==> config.mk <==
export PLATFORM = sky130hd
export DESIGN_NAME = ret_stack
export DESIGN_NICKNAME = d
export VERILOG_FILES = /design/src/rtl/stack_pkg.sv /design/src/rtl/stack_regfile.sv /design/src/rtl/ret_stack.sv
export SDC_FILE = /design/constraint.sdc
export NUM_CORES = 1
export LEC_CHECK = 0
export ABC_CLOCK_PERIOD_IN_PS = 3800
export CAP_MARGIN = 20
export CORE_ASPECT_RATIO = 0.75
export CORE_MARGIN = 2
export CORE_UTILIZATION = 60
export CTS_BUF_LIST = sky130_fd_sc_hd__clkbuf_8
export CTS_CLUSTER_SIZE = 14
export DETAILED_ROUTE_END_ITERATION = 16
export GPL_ROUTABILITY_DRIVEN = 0
export HOLD_SLACK_MARGIN = 0.03
export PLACE_DENSITY = 0.86
export SYNTH_ARGS = -nofsm -noshare
export SYNTH_HDL_FRONTEND = slang
export SYNTH_HIERARCHICAL = 1
export SYNTH_SLANG_ARGS = --single-unit
==> constraint.sdc <==
create_clock -name clk -period 3.8 [get_ports clk]
set_input_delay 0.57 -clock clk [delete_from_list [all_inputs] [get_ports clk]]
set_output_delay 0.57 -clock clk [all_outputs]
set_load 0.05 [all_outputs]
==> src/rtl/stack_pkg.sv <==
// -----------------------------------------------------------------------------
// stack_pkg
// Shared definitions for the CPU return-address stack ("pila").
//   STACK_ADDR_W / STACK_DEPTH : default PC width and stack depth (also used by
//                                the PC register and next-PC mux).
//   STACK_PTR_W                : occupancy counter width, 0..DEPTH inclusive.
//   stack_op_t / decode_op     : per-edge operation decoded from push/pop and
//                                the full/empty state sampled before the edge.
// -----------------------------------------------------------------------------
package stack_pkg;

    localparam int unsigned STACK_ADDR_W = 10;
    localparam int unsigned STACK_DEPTH  = 8;
    localparam int unsigned STACK_PTR_W  = $clog2(STACK_DEPTH) + 1;

    typedef enum logic [1:0] {
        ST_NOP,
        ST_PUSH,
        ST_POP,
        ST_REPL
    } stack_op_t;

    // Illegal push (full) and illegal pop (empty) decode to ST_NOP so the
    // stack itself is unchanged; push&pop on an empty stack is a plain push.
    function automatic stack_op_t decode_op(input logic push, input logic pop,
                                            input logic full, input logic empty);
        if (push && pop) begin
            return empty ? ST_PUSH : ST_REPL;
        end
        if (push) begin
            return full ? ST_NOP : ST_PUSH;
        end
        if (pop) begin
            return empty ? ST_NOP : ST_POP;
        end
        return ST_NOP;
    endfunction

endpackage

==> src/rtl/stack_regfile.sv <==
// -----------------------------------------------------------------------------
// stack_regfile
// DEPTH x ADDR_W register array, one synchronous write port and one
// asynchronous read port. Contents are not reset.
//   clk   : write clock
//   we    : write enable
//   waddr : write index
//   wdata : write data
//   raddr : read index
//   rdata : read data (combinational)
// -----------------------------------------------------------------------------
module stack_regfile #(
    parameter int unsigned ADDR_W = 10,
    parameter int unsigned DEPTH  = 8,
    localparam int unsigned IDX_W = $clog2(DEPTH)
) (
    input  logic              clk,
    input  logic              we,
    input  logic [IDX_W-1:0]  waddr,
    input  logic [ADDR_W-1:0] wdata,
    input  logic [IDX_W-1:0]  raddr,
    output logic [ADDR_W-1:0] rdata
);

    logic [ADDR_W-1:0] r_mem [DEPTH];

    always_ff @(posedge clk) begin
        if (we) begin
            r_mem[waddr] <= wdata;
        end
    end

    assign rdata = r_mem[raddr];

endmodule

==> src/rtl/ret_stack.sv <==
// -----------------------------------------------------------------------------
// ret_stack
// Hardware return-address stack for the single-cycle CPU. A call pushes the
// return PC; a return pops it, with the saved PC visible on dout in the same
// cycle so the next-PC mux can select it.
//   clk       : system clock, rising edge
//   reset     : asynchronous, active-high
//   push      : store din this cycle
//   pop       : remove top entry this cycle
//   din       : return address to save
//   dout      : current top-of-stack, 0 while empty
//   count     : number of valid entries, 0..DEPTH
//   empty     : count == 0
//   full      : count == DEPTH
//   overflow  : sticky, push while full        (STACK_ERR_EN only)
//   underflow : sticky, pop while empty        (STACK_ERR_EN only)
//   err_clr   : clears sticky flags, wins over same-cycle set (STACK_ERR_EN only)
// Optional feature macro: STACK_ERR_EN
// -----------------------------------------------------------------------------
module ret_stack
    import stack_pkg::*;
#(
    parameter int unsigned ADDR_W = STACK_ADDR_W,
    parameter int unsigned DEPTH  = STACK_DEPTH,
    parameter int unsigned PTR_W  = $clog2(DEPTH) + 1
) (
    input  logic              clk,
    input  logic              reset,
    input  logic              push,
    input  logic              pop,
    input  logic [ADDR_W-1:0] din,
    output logic [ADDR_W-1:0] dout,
    output logic [PTR_W-1:0]  count,
    output logic              empty,
`ifdef STACK_ERR_EN
    output logic              overflow,
    output logic              underflow,
    input  logic              err_clr,
`endif
    output logic              full
);

    localparam int unsigned IDX_W = PTR_W - 1;

    logic [PTR_W-1:0]  r_count;
    stack_op_t         w_op;
    logic              w_empty;
    logic              w_full;
    logic              w_we;
    logic [IDX_W-1:0]  w_top_idx;
    logic [IDX_W-1:0]  w_waddr;
    logic [ADDR_W-1:0] w_rdata;

    assign w_empty = (r_count == '0);
    assign w_full  = (r_count == PTR_W'(DEPTH));
    assign w_op    = decode_op(push, pop, w_full, w_empty);

    // count-1 taken modulo DEPTH: at count==DEPTH the low bits are 0 and wrap
    // to DEPTH-1. The empty case yields a junk index that dout masks off.
    assign w_top_idx = r_count[IDX_W-1:0] - IDX_W'(1);
    assign w_we      = (w_op == ST_PUSH) || (w_op == ST_REPL);
    assign w_waddr   = (w_op == ST_REPL) ? w_top_idx : r_count[IDX_W-1:0];

    stack_regfile #(
        .ADDR_W (ADDR_W),
        .DEPTH  (DEPTH)
    ) u_regfile (
        .clk   (clk),
        .we    (w_we),
        .waddr (w_waddr),
        .wdata (din),
        .raddr (w_top_idx),
        .rdata (w_rdata)
    );

    always_ff @(posedge clk or posedge reset) begin
        if (reset) begin
            r_count <= '0;
        end else begin
            unique case (w_op)
                ST_PUSH: r_count <= r_count + PTR_W'(1);
                ST_POP:  r_count <= r_count - PTR_W'(1);
                ST_REPL: r_count <= r_count;
                ST_NOP:  r_count <= r_count;
            endcase
        end
    end

    assign dout  = w_empty ? '0 : w_rdata;
    assign count = r_count;
    assign empty = w_empty;
    assign full  = w_full;

`ifdef STACK_ERR_EN
    logic r_overflow;
    logic r_underflow;
    logic w_ovf_set;
    logic w_udf_set;

    assign w_ovf_set = push && !pop && w_full;
    assign w_udf_set = pop && !push && w_empty;

    always_ff @(posedge clk or posedge reset) begin
        if (reset) begin
            r_overflow  <= 1'b0;
            r_underflow <= 1'b0;
        end else if (err_clr) begin
            r_overflow  <= 1'b0;
            r_underflow <= 1'b0;
        end else begin
            if (w_ovf_set) begin
                r_overflow <= 1'b1;
            end
            if (w_udf_set) begin
                r_underflow <= 1'b1;
            end
        end
    end

    assign overflow  = r_overflow;
    assign underflow = r_underflow;
`endif

endmodule

==> results of run 1 <==
==> registers in the layout, summed over array words and instances, names as in the netlist <==
register         flops
count                4
u_regfile/r_mem     80
==> cell families (layout without fill, tap and decap cells) <==
kind of cell | count (synthesis) | after routing | synth area share
buffers and inverters | 15 | 66 | 0.0222
and+or+nand+nor | 35 | 35 | 0.0537
muxes | 32 | 32 | 0.182
adders and majority gates | 6 | 6 | 0.0228
xor gates and xnor gates | 5 | 5 | 0.0121
AOI/OAI and AO/OA | 8 | 8 | 0.0145
DFF | 84 | 84 | 0.692
==> area by class of cell <==
| class | count | area, sq um | share of cell area |
|---|---|---|---|
| Clock buffer | 9 | 124 | 0.0294 |
| Tap cell | 78 | 97.6 | 0.0232 |
| Timing Repair Buffer | 42 | 373 | 0.0885 |
| Clock inverter | 7 | 50.0 | 0.0119 |
| Sequential cell | 84 | 2500 | 0.594 |
| Multi-Input combinational cell | 86 | 1040 | 0.246 |
| Inverter | 8 | 30.0 | 0.00713 |
==> routing by layer <==
| metal | GRT usage | share of wire | vias to the layer above |
|---|---|---|---|
| met5 | 0 | 0 | - |
| met3 | 0.0789 | 0.054 | 5 |
| met2 | 0.349 | 0.50 | 54 |
| li1 | - | - | 846 |
| met1 | 0.303 | 0.44 | 914 |
| met4 | 0.0451 | 0.0074 | 0 |
==> synthesized netlist by cell type <==
library cell               instances  area share
sky130_fd_sc_hd__edfxtp_1         80        0.66
sky130_fd_sc_hd__mux4_1           20        0.15
sky130_fd_sc_hd__mux2_2           11       0.034
sky130_fd_sc_hd__nor2b_1          11       0.019
sky130_fd_sc_hd__inv_1             8      0.0083
sky130_fd_sc_hd__nor2_1            8      0.0083
sky130_fd_sc_hd__ha_1              5       0.017
sky130_fd_sc_hd__dfrtp_1           4       0.028
sky130_fd_sc_hd__nand2_1           4      0.0042
sky130_fd_sc_hd__a21oi_1           3      0.0042
sky130_fd_sc_hd__buf_6             3      0.0093
sky130_fd_sc_hd__nand2b_1          3      0.0052
sky130_fd_sc_hd__nor3b_1           3      0.0062
sky130_fd_sc_hd__xor2_1            3      0.0073
sky130_fd_sc_hd__clkbuf_1          2      0.0021
sky130_fd_sc_hd__nor3_1            2      0.0028
sky130_fd_sc_hd__o21ai_0           2      0.0028
sky130_fd_sc_hd__xnor2_1           2      0.0048
sky130_fd_sc_hd__a2111o_1          1      0.0031
sky130_fd_sc_hd__buf_1             1      0.0010
sky130_fd_sc_hd__buf_2             1      0.0014
sky130_fd_sc_hd__fa_1              1      0.0055
sky130_fd_sc_hd__mux2i_1           1      0.0028
sky130_fd_sc_hd__nand3_1           1      0.0014
sky130_fd_sc_hd__nand3b_1          1      0.0021
sky130_fd_sc_hd__nand4_1           1      0.0017
sky130_fd_sc_hd__o211ai_1          1      0.0021
sky130_fd_sc_hd__o311ai_1          1      0.0024
sky130_fd_sc_hd__or4b_1            1      0.0028
==> metrics by stage <==
stage | instance area, sq um | cells | hold slack, ns
after floorplan | 3610 | 185 | 0.336
after global placement | 4040 | 298 | 0.580
after detailed placement | 4040 | 298 | 0.571
after CTS | 4210 | 314 | 0.387
after global routing | 4210 | 314 | 0.404
final | 4210 | 314 | 0.406
==> worst max-delay path by stage <==
| stage | from | cells after the start | slack, ns | end |
|---|---|---|---|---|
| 6_report | count[1] | 8 | 0.62 | dout[0] |
| 5_1_grt | count[1] | 8 | 0.42 | dout[0] |
| 4_1_cts | count[1] | 8 | 0.56 | dout[0] |
| 3_5_place_dp | pop | 8 | 0.72 | u_regfile/r_mem[7][0] |
| 3_3_place_gp | pop | 8 | 0.89 | u_regfile/r_mem[7][1] |
| 2_1_floorplan | count[0] | 10 | 0.19 | u_regfile/r_mem[0][0] |
==> worst max-delay path, cell delays in order, from the launching register on <==
cell                      delay (ns)
sky130_fd_sc_hd__dfrtp_1        0.42
sky130_fd_sc_hd__inv_1          0.14
sky130_fd_sc_hd__ha_1           0.25
sky130_fd_sc_hd__xor2_1         0.16
sky130_fd_sc_hd__buf_4          0.29
sky130_fd_sc_hd__mux4_1         0.35
sky130_fd_sc_hd__mux2_2         0.30
sky130_fd_sc_hd__nor2b_1        0.14
sky130_fd_sc_hd__buf_4          0.19
==> results_tabular.tex, run 1 <==
\begin{tabular}{lr}
\hline
Metric & Value \\
\hline
\multicolumn{2}{l}{\textbf{Cells and area}} \\
Share of the core filled with cells & 0.723 \\
Filler cells & 351 \\
Leading cell type in the layout, fill and taps excluded & sky130\_fd\_sc\_hd\_\_edfxtp\_1 \\
Nets@finish & 251 \\
Antenna diodes & 0 \\
Fraction of layout cells with a size suffix above 1 & 0.216 \\
Growth of design area from synthesis to finish & 16.6\% \\
Top library cells by usage in the layout, fill and taps aside & sky130\_fd\_sc\_hd\_\_edfxtp\_1 (80), sky130\_fd\_sc\_hd\_\_buf\_4 (23), sky130\_fd\_sc\_hd\_\_mux4\_1 (20) \\
\multicolumn{2}{l}{\textbf{Clock tree}} \\
Worst-Skew Late Latency & 0.35 ns \\
Maximum clock insertion buffer count & 2 \\
Setup fix buffers added after clock tree synthesis & 0 \\
Cells resized by post-CTS repair & 0 \\
Clock transition time at the flip-flop clock pins of the worst setup and hold paths & 0.08 ns \\
Clock tree sinks & 84 \\
\# H-tree levels & 3 \\
CTS tree & yes \\
Clock buffer count from CTS & 9 \\
Number of buffers inserted by hold repair at cts & 0 \\
Clock tree root driver cell & sky130\_fd\_sc\_hd\_\_clkbuf\_8 \\
\multicolumn{2}{l}{\textbf{Logic synthesis}} \\
Mean area per synthesized cell & 19.5 sq um \\
Distinct cells, synth & 29 \\
Seq/Total Area, Yosys & 0.692 \\
Instance count of the mapped netlist & 185 \\
Number of synthesized register bits & 84 \\
Yosys warnings & 6 \\
Net count of the mapped netlist & 205 \\
Post-Syn Area & 3610 sq um \\
\multicolumn{2}{l}{\textbf{STA}} \\
Measured slew at the worst slew-check pin & 0.531 ns \\
Fin Setup TNS & 0 ns \\
Crit share post-route & 0.837 \\
Layout Skew & 0.00585 ns \\
FMAX & 314 MHz \\
Worst-case headroom to the max-slew limit & 0.645 \\
Final count of negative-setup-slack endpoints & 0 \\
Final WS setup & 0.619 ns \\
Setup repair after global routing missed its margin & false \\
Count of endpoints failing hold in the final timing report & 0 \\
Final critical-path required period & 3.18 ns \\
Final Max Tran Viols & 0 \\
\multicolumn{2}{l}{\textbf{Floorplanning}} \\
Effective utilization at floorplan & 0.620 \\
Die outline height & 71.2 um \\
Cell Rows & 24 \\
Area of the die & 6670 sq um \\
I/O pins & 30 \\
Die outline width & 93.6 um \\
Core box area & 5830 sq um \\
\multicolumn{2}{l}{\textbf{Route}} \\
Post-detailed-route wirelength per cell & 20.7 um \\
Number of iterations in the first detailed-routing pass & 4 \\
Number of vias in the routed layout & 1819 \\
Total DRC errors in the routed layout & 0 \\
Final Routed Wirelength & 6520 um \\
Post-route ant nets & 0 \\
Vias per Instance & 5.79 \\
DR iter-0 viols & 196 \\
\multicolumn{2}{l}{\textbf{Run status}} \\
Outcome & complete, no violations \\
\multicolumn{2}{l}{\textbf{Setup path}} \\
Capturing element type of the critical path & primary output \\
Launching point of the worst reg2reg path & count[1] \\
Worst-case reg-to-reg path depth & 10 \\
Reg-to-reg setup timing slack & 0.78 ns \\
Path type of the worst setup path & register to primary output \\
Critical path launch point type & register \\
Critical R2R Capture & u\_regfile/r\_mem[7][1] \\
Critical path peak fanout & 20 \\
Required time at the worst-slack endpoint & 3.23 ns \\
Data arrival at the endpoint of the critical path & 2.61 ns \\
\multicolumn{2}{l}{\textbf{Global routing}} \\
Total overflow reported by the global router & 0 \\
Number of antenna violations at the first check in global routing & 0 \\
Pin count of the biggest net entering global routing & 22 \\
Overall fraction of global-route tracks in use & 0.219 \\
Global-route wire length before repair & 10100 um \\
Via count of the first global-routing pass & 1818 \\
\multicolumn{2}{l}{\textbf{Run}} \\
Max Cap Viol & 0 \\
\multicolumn{2}{l}{\textbf{Placed design}} \\
Port-buffer cells & 29 \\
Post-placement worst setup slack & 0.720 ns \\
Post-DP HPWL & 4260 um \\
\multicolumn{2}{l}{\textbf{Hold path}} \\
Min-Delay Path Class & input port to asynchronous set/reset pin \\
\hline
\end{tabular}
Power of run 1 is left out: the tool's default activity adds up to more than one toggle a clock period on the data nets, which glitch-free logic cannot reach.
==> inputs of run 2 (changes only) <==
--- a/config.mk
+++ b/config.mk
@@ -5,7 +5,7 @@
 export SDC_FILE = /design/constraint.sdc
 export NUM_CORES = 1
 export LEC_CHECK = 0
-export ABC_CLOCK_PERIOD_IN_PS = 3800
+export ABC_CLOCK_PERIOD_IN_PS = 3000
 export CAP_MARGIN = 20
 export CORE_ASPECT_RATIO = 0.75
 export CORE_MARGIN = 2
==> constraint.sdc (replaced) <==
create_clock -name clk -period 3 [get_ports clk]
set_input_delay 0.45 -clock clk [delete_from_list [all_inputs] [get_ports clk]]
set_output_delay 0.45 -clock clk [all_outputs]
set_load 0.05 [all_outputs]
==> run 2 against run 1 <==
Effect of this change: worst setup slack worse by 0.53 ns; core utilization grew 2.7 points; flip-flop and latch count unchanged; highest routed layer unchanged; final cell count rose by 0.96%; cell area up 3.7%; first-iteration DRC count down 43%; hold slack got worse by 0.099 ns; critical path type unchanged.
==> results_tabular.tex, run 2 (synthesis results as in run 1) <==
\begin{tabular}{lr}
\hline
Metric & Value \\
\hline
\multicolumn{2}{l}{\textbf{Clock tree}} \\
CTS tree & yes \\
Clock tree root driver cell & sky130\_fd\_sc\_hd\_\_clkbuf\_8 \\
Worst-Skew Late Latency & 0.35 ns \\
\# H-tree levels & 3 \\
Clock transition time at the flip-flop clock pins of the worst setup and hold paths & 0.08 ns \\
Clock tree sinks & 84 \\
Maximum clock insertion buffer count & 2 \\
Clock buffer count from CTS & 9 \\
\multicolumn{2}{l}{\textbf{Route}} \\
Post-route ant nets & 0 \\
Total DRC errors in the routed layout & 0 \\
DR iter-0 viols & 111 \\
Final Routed Wirelength & 7230 um \\
Number of vias in the routed layout & 1921 \\
Post-detailed-route wirelength per cell & 22.8 um \\
Vias per Instance & 6.06 \\
Number of iterations in the first detailed-routing pass & 4 \\
\multicolumn{2}{l}{\textbf{Run status}} \\
Outcome & complete, no violations \\
\multicolumn{2}{l}{\textbf{STA}} \\
Measured slew at the worst slew-check pin & 0.534 ns \\
Count of endpoints failing hold in the final timing report & 0 \\
Final Max Tran Viols & 0 \\
FMAX & 344 MHz \\
Final WS setup & 0.0896 ns \\
Crit share post-route & 0.970 \\
Fin Setup TNS & 0 ns \\
Final count of negative-setup-slack endpoints & 0 \\
Final Hold Slack & 0.307 ns \\
Worst-case headroom to the max-slew limit & 0.643 \\
Final critical-path required period & 2.91 ns \\
Layout Skew & 0.00870 ns \\
\multicolumn{2}{l}{\textbf{Cells and area}} \\
Fraction of layout cells with a size suffix above 1 & 0.285 \\
Filler cells & 323 \\
Most flops, register & u\_regfile/r\_mem \\
Reg area & 2500 sq um \\
Top library cells by usage in the layout, fill and taps aside & sky130\_fd\_sc\_hd\_\_edfxtp\_1 (80), sky130\_fd\_sc\_hd\_\_buf\_4 (23), sky130\_fd\_sc\_hd\_\_mux4\_1 (20) \\
Share of the core filled with cells & 0.750 \\
Growth of design area from synthesis to finish & 20.9\% \\
Nets@finish & 254 \\
Flip-flop count of the largest register, all copies and words added & 80 \\
Leading cell type in the layout, fill and taps excluded & sky130\_fd\_sc\_hd\_\_edfxtp\_1 \\
Area of the multi-input gates & 1120 sq um \\
Antenna diodes & 0 \\
\multicolumn{2}{l}{\textbf{Placed design}} \\
Port-buffer cells & 29 \\
Post-placement worst setup slack & 0.104 ns \\
Post-DP HPWL & 4430 um \\
\multicolumn{2}{l}{\textbf{Global routing}} \\
Number of antenna violations at the first check in global routing & 0 \\
Via count of the first global-routing pass & 1930 \\
Pin count of the biggest net entering global routing & 22 \\
Overall fraction of global-route tracks in use & 0.231 \\
Global-route wire length before repair & 10900 um \\
Total overflow reported by the global router & 0 \\
\multicolumn{2}{l}{\textbf{Floorplanning}} \\
Die outline width & 93.6 um \\
Die outline height & 71.2 um \\
Cell Rows & 24 \\
Effective utilization at floorplan & 0.620 \\
Core box area & 5830 sq um \\
I/O pins & 30 \\
Area of the die & 6670 sq um \\
\multicolumn{2}{l}{\textbf{Hold path}} \\
Min-Delay Path Class & input port to asynchronous set/reset pin \\
\multicolumn{2}{l}{\textbf{Setup path}} \\
Critical path peak fanout & 21 \\
Data arrival at the endpoint of the critical path & 2.46 ns \\
Path type of the worst setup path & register to primary output \\
Critical path launch point type & register \\
Capturing element type of the critical path & primary output \\
Worst-case reg-to-reg path depth & 11 \\
Required time at the worst-slack endpoint & 2.55 ns \\
\multicolumn{2}{l}{\textbf{Run}} \\
Max Cap Viol & 0 \\
\hline
\end{tabular}
[run 2: changes by cell type in the layout (fill, tap and decap cells not counted), sizes merged]
cell / change
buf: +4
clkbuf: +2
clkinvlp: -2
inv: -2
bufinv: +1
clkdlybuf4s50: -1
clkinv: +1
[run 2: per-stage QoR]
stage / instance area, sq um / instances
finish: 4370 / 317
global route: 4370 / 317
global placement: 4090 / 299
CTS: 4300 / 315
detailed placement: 4090 / 299
floorplan: 3670 / 185
[run 2: timing repair]
| action | 4_1_cts | 5_1_grt |
|---|---|---|
| gates cloned | 0 | 1 |
| setup buffers | 0 | 1 |
| pin swaps | 0 | 1 |
| hold buffers | 0 | 0 |
| endpoints found under the setup margin | 2 | 51 |
| resized for setup | 1 | 11 |
[run 2: final cells by class]
| class | instances | area share |
|---|---|---|
| clock buffer | 11 | 0.0346 |
| timing repair buffer | 45 | 0.0953 |
| multi-input combinational | 86 | 0.256 |
| tap | 78 | 0.0223 |
| inverter | 8 | 0.00687 |
| clock inverter | 5 | 0.0120 |
| sequential | 84 | 0.573 |
[run 2: critical path: stages (launching register included)]
cell	delay, ns
sky130_fd_sc_hd__dfrtp_2	0.46
sky130_fd_sc_hd__inv_1	0.15
sky130_fd_sc_hd__buf_6	0.29
sky130_fd_sc_hd__mux4_1	0.62
sky130_fd_sc_hd__mux2_2	0.28
sky130_fd_sc_hd__nor2b_1	0.13
sky130_fd_sc_hd__buf_4	0.19
[run 2: routing by layer]
| layer | routed length (um) | up-vias | track usage |
|---|---|---|---|
| met5 | 0 | - | 0 |
| met4 | 76 | 0 | 0.0821 |
| met3 | 499 | 10 | 0.0568 |
| met2 | 3600 | 77 | 0.359 |
| met1 | 3060 | 982 | 0.329 |
| li1 | - | 852 | - |
[run 2: final timing paths]
| check | start | endpoint | slack [ns] |
|---|---|---|---|
| max | count[0] | dout[0] | 0.09 |
| min | reset | count[2] | 0.31 |
| max reg2reg | count[0] | u_regfile/r_mem[6][0] | 0.12 |
| min reg2reg | count[0] | count[0] | 0.55 |
| max in group asynchronous | reset | count[1] | 2.50 |
| min in group clk | count[0] | count[0] | 0.55 |
Power of run 2 is left out for the same reason.
==> inputs of run 3 (changes only) <==
--- a/config.mk
+++ b/config.mk
@@ -16,6 +16,7 @@
 export GPL_ROUTABILITY_DRIVEN = 0
 export HOLD_SLACK_MARGIN = 0.03
 export PLACE_DENSITY = 0.86
+export SKIP_LAST_GASP = 1
 export SYNTH_ARGS = -nofsm -noshare
 export SYNTH_HDL_FRONTEND = slang
 export SYNTH_HIERARCHICAL = 1
==> results of run 3 <==
The final DEF is identical to that of run 2; final timing and power are the same.
Power of run 3 is left out for the same reason.
==> patch (flow settings as in run 3) <==
Set the package constant `STACK_DEPTH` to 4 (it was 8).
--- a/src/rtl/stack_pkg.sv
+++ b/src/rtl/stack_pkg.sv
@@ -10,7 +10,7 @@
 package stack_pkg;
 
     localparam int unsigned STACK_ADDR_W = 10;
-    localparam int unsigned STACK_DEPTH  = 8;
+    localparam int unsigned STACK_DEPTH  = 4;
     localparam int unsigned STACK_PTR_W  = $clog2(STACK_DEPTH) + 1;
 
     typedef enum logic [1:0] {
Ports: changed (resized count); port bits go from 30 to 29. No check against the original RTL was run, so the function may have changed too.
==> patch against run 3 <==
Count of clock-buffer cells in the layout fell by 6; sequential cell count is 41 lower; global-route usage decreased by 2.2 points; synthesized area is 50% lower; setup slack improved by 0.21 ns; design area is 50% lower; largest cell class unchanged; final cell count shrank 47%; via count down 53%; wire length fell by 59%.
Power is not shown: default switching activity piles up to over one toggle a cycle in this logic, so the estimate is an artifact.
==> patch: results (changes against run 3) <==
fin_crit_sh_pct: 90.1  # was 97.0%
nFillCells: 160  # was 323
dp_slack_ns: 0.302  # was 0.104 ns
synthTopCellsByArea: "edfxtp_1, mux4_2, dfrtp_1"  # was edfxtp_1, mux4_1, mux2_2
track_usage_pct: 20.9  # was 23.1%
whs_ns: 0.351  # was 0.307 ns
post-dp-hpwl_um: 2180  # was 4430 um
fin_area_um2: 2190  # was 4370 um^2
ys_seq_area_share_pct: 70.4  # was 69.2%
crit_path_max_fanout: 10  # was 21
synth_cell_types: 22  # was 29
numPortBuffers: 28  # was 29
final_layout_size_suffix_gt1_share_pct: 30.0  # was 28.5%
outcome: "finished clean"  # unchanged
synth_area_per_cell_um2: 19.3  # was 19.5 um^2
grt_pass1_vias: 941  # was 1930
cts_buffers: 5  # was 9
grt_max_degree: 13  # was 22
h-tree-depth: 2  # was 3
via_per_inst: 5.43  # was 6.06
synth_edf_count: 40  # was 80
worstPathArrival_ns: 2.63  # was 2.46 ns
grt_pass1_wl_um: 4680  # was 10900 um
cp_slowest_cell: "and3b_1"  # was mux4_1
routed_wl_um: 2990  # was 7230 um
[patch: cells by family after synthesis]
kind of cell / count (synthesis) / synth area share [%]
buffers and inverters: 11 / 3.18
XOR/XNOR: 4 / 1.93
adder cells (fa/ha/maj): 4 / 3.18
flip-flops: 43 / 70.4
multiplexers: 11 / 13.0
AO/OA/AOI/OAI: 2 / 0.552
AND/OR/NAND/NOR: 19 / 7.73
[patch: layout make-up]
| type | count | area share, % |
|---|---|---|
| inverter | 8 | 1.37 |
| multi-input combinational | 40 | 22.0 |
| clock buffer | 5 | 3.14 |
| sequential | 43 | 58.2 |
| clock inverter | 3 | 0.570 |
| tap | 38 | 2.17 |
| timing repair buffer | 31 | 12.5 |
[patch: final timing paths]
path | startpoint | depth (start not counted) | endpoint
worst min-delay path | reset | 2 | count[2]$_DFFE_PP0N_
worst max-delay path | count[1]$_DFFE_PP0N_ | 8 | u_regfile/r_mem[1][5]$_DFFE_PP_
min in group clk | count[2]$_DFFE_PP0N_ | 1 | count[2]$_DFFE_PP0N_
worst max register to register | count[1]$_DFFE_PP0N_ | 8 | u_regfile/r_mem[1][5]$_DFFE_PP_
worst min register to register | count[2]$_DFFE_PP0N_ | 1 | count[2]$_DFFE_PP0N_
max in group asynchronous | reset | 2 | count[0]$_DFFE_PP0N_
[patch: worst max-delay path, delay by kind of cell (launching register included)]
kind | cells | cell delay [ns]
compound gates | 1 | 0.20
xor+xnor | 1 | 0.31
fa+ha+maj | 2 | 0.51
buf+inv | 2 | 0.27
flops | 1 | 0.41
simple gates | 2 | 0.65
[patch: routing by layer]
layer / part of all wire [%] / GRT usage (%)
met4: 1.6 / 9.52
met2: 52 / 33.3
met5: 0 / 0
met3: 5.3 / 8.44
met1: 41 / 25.1
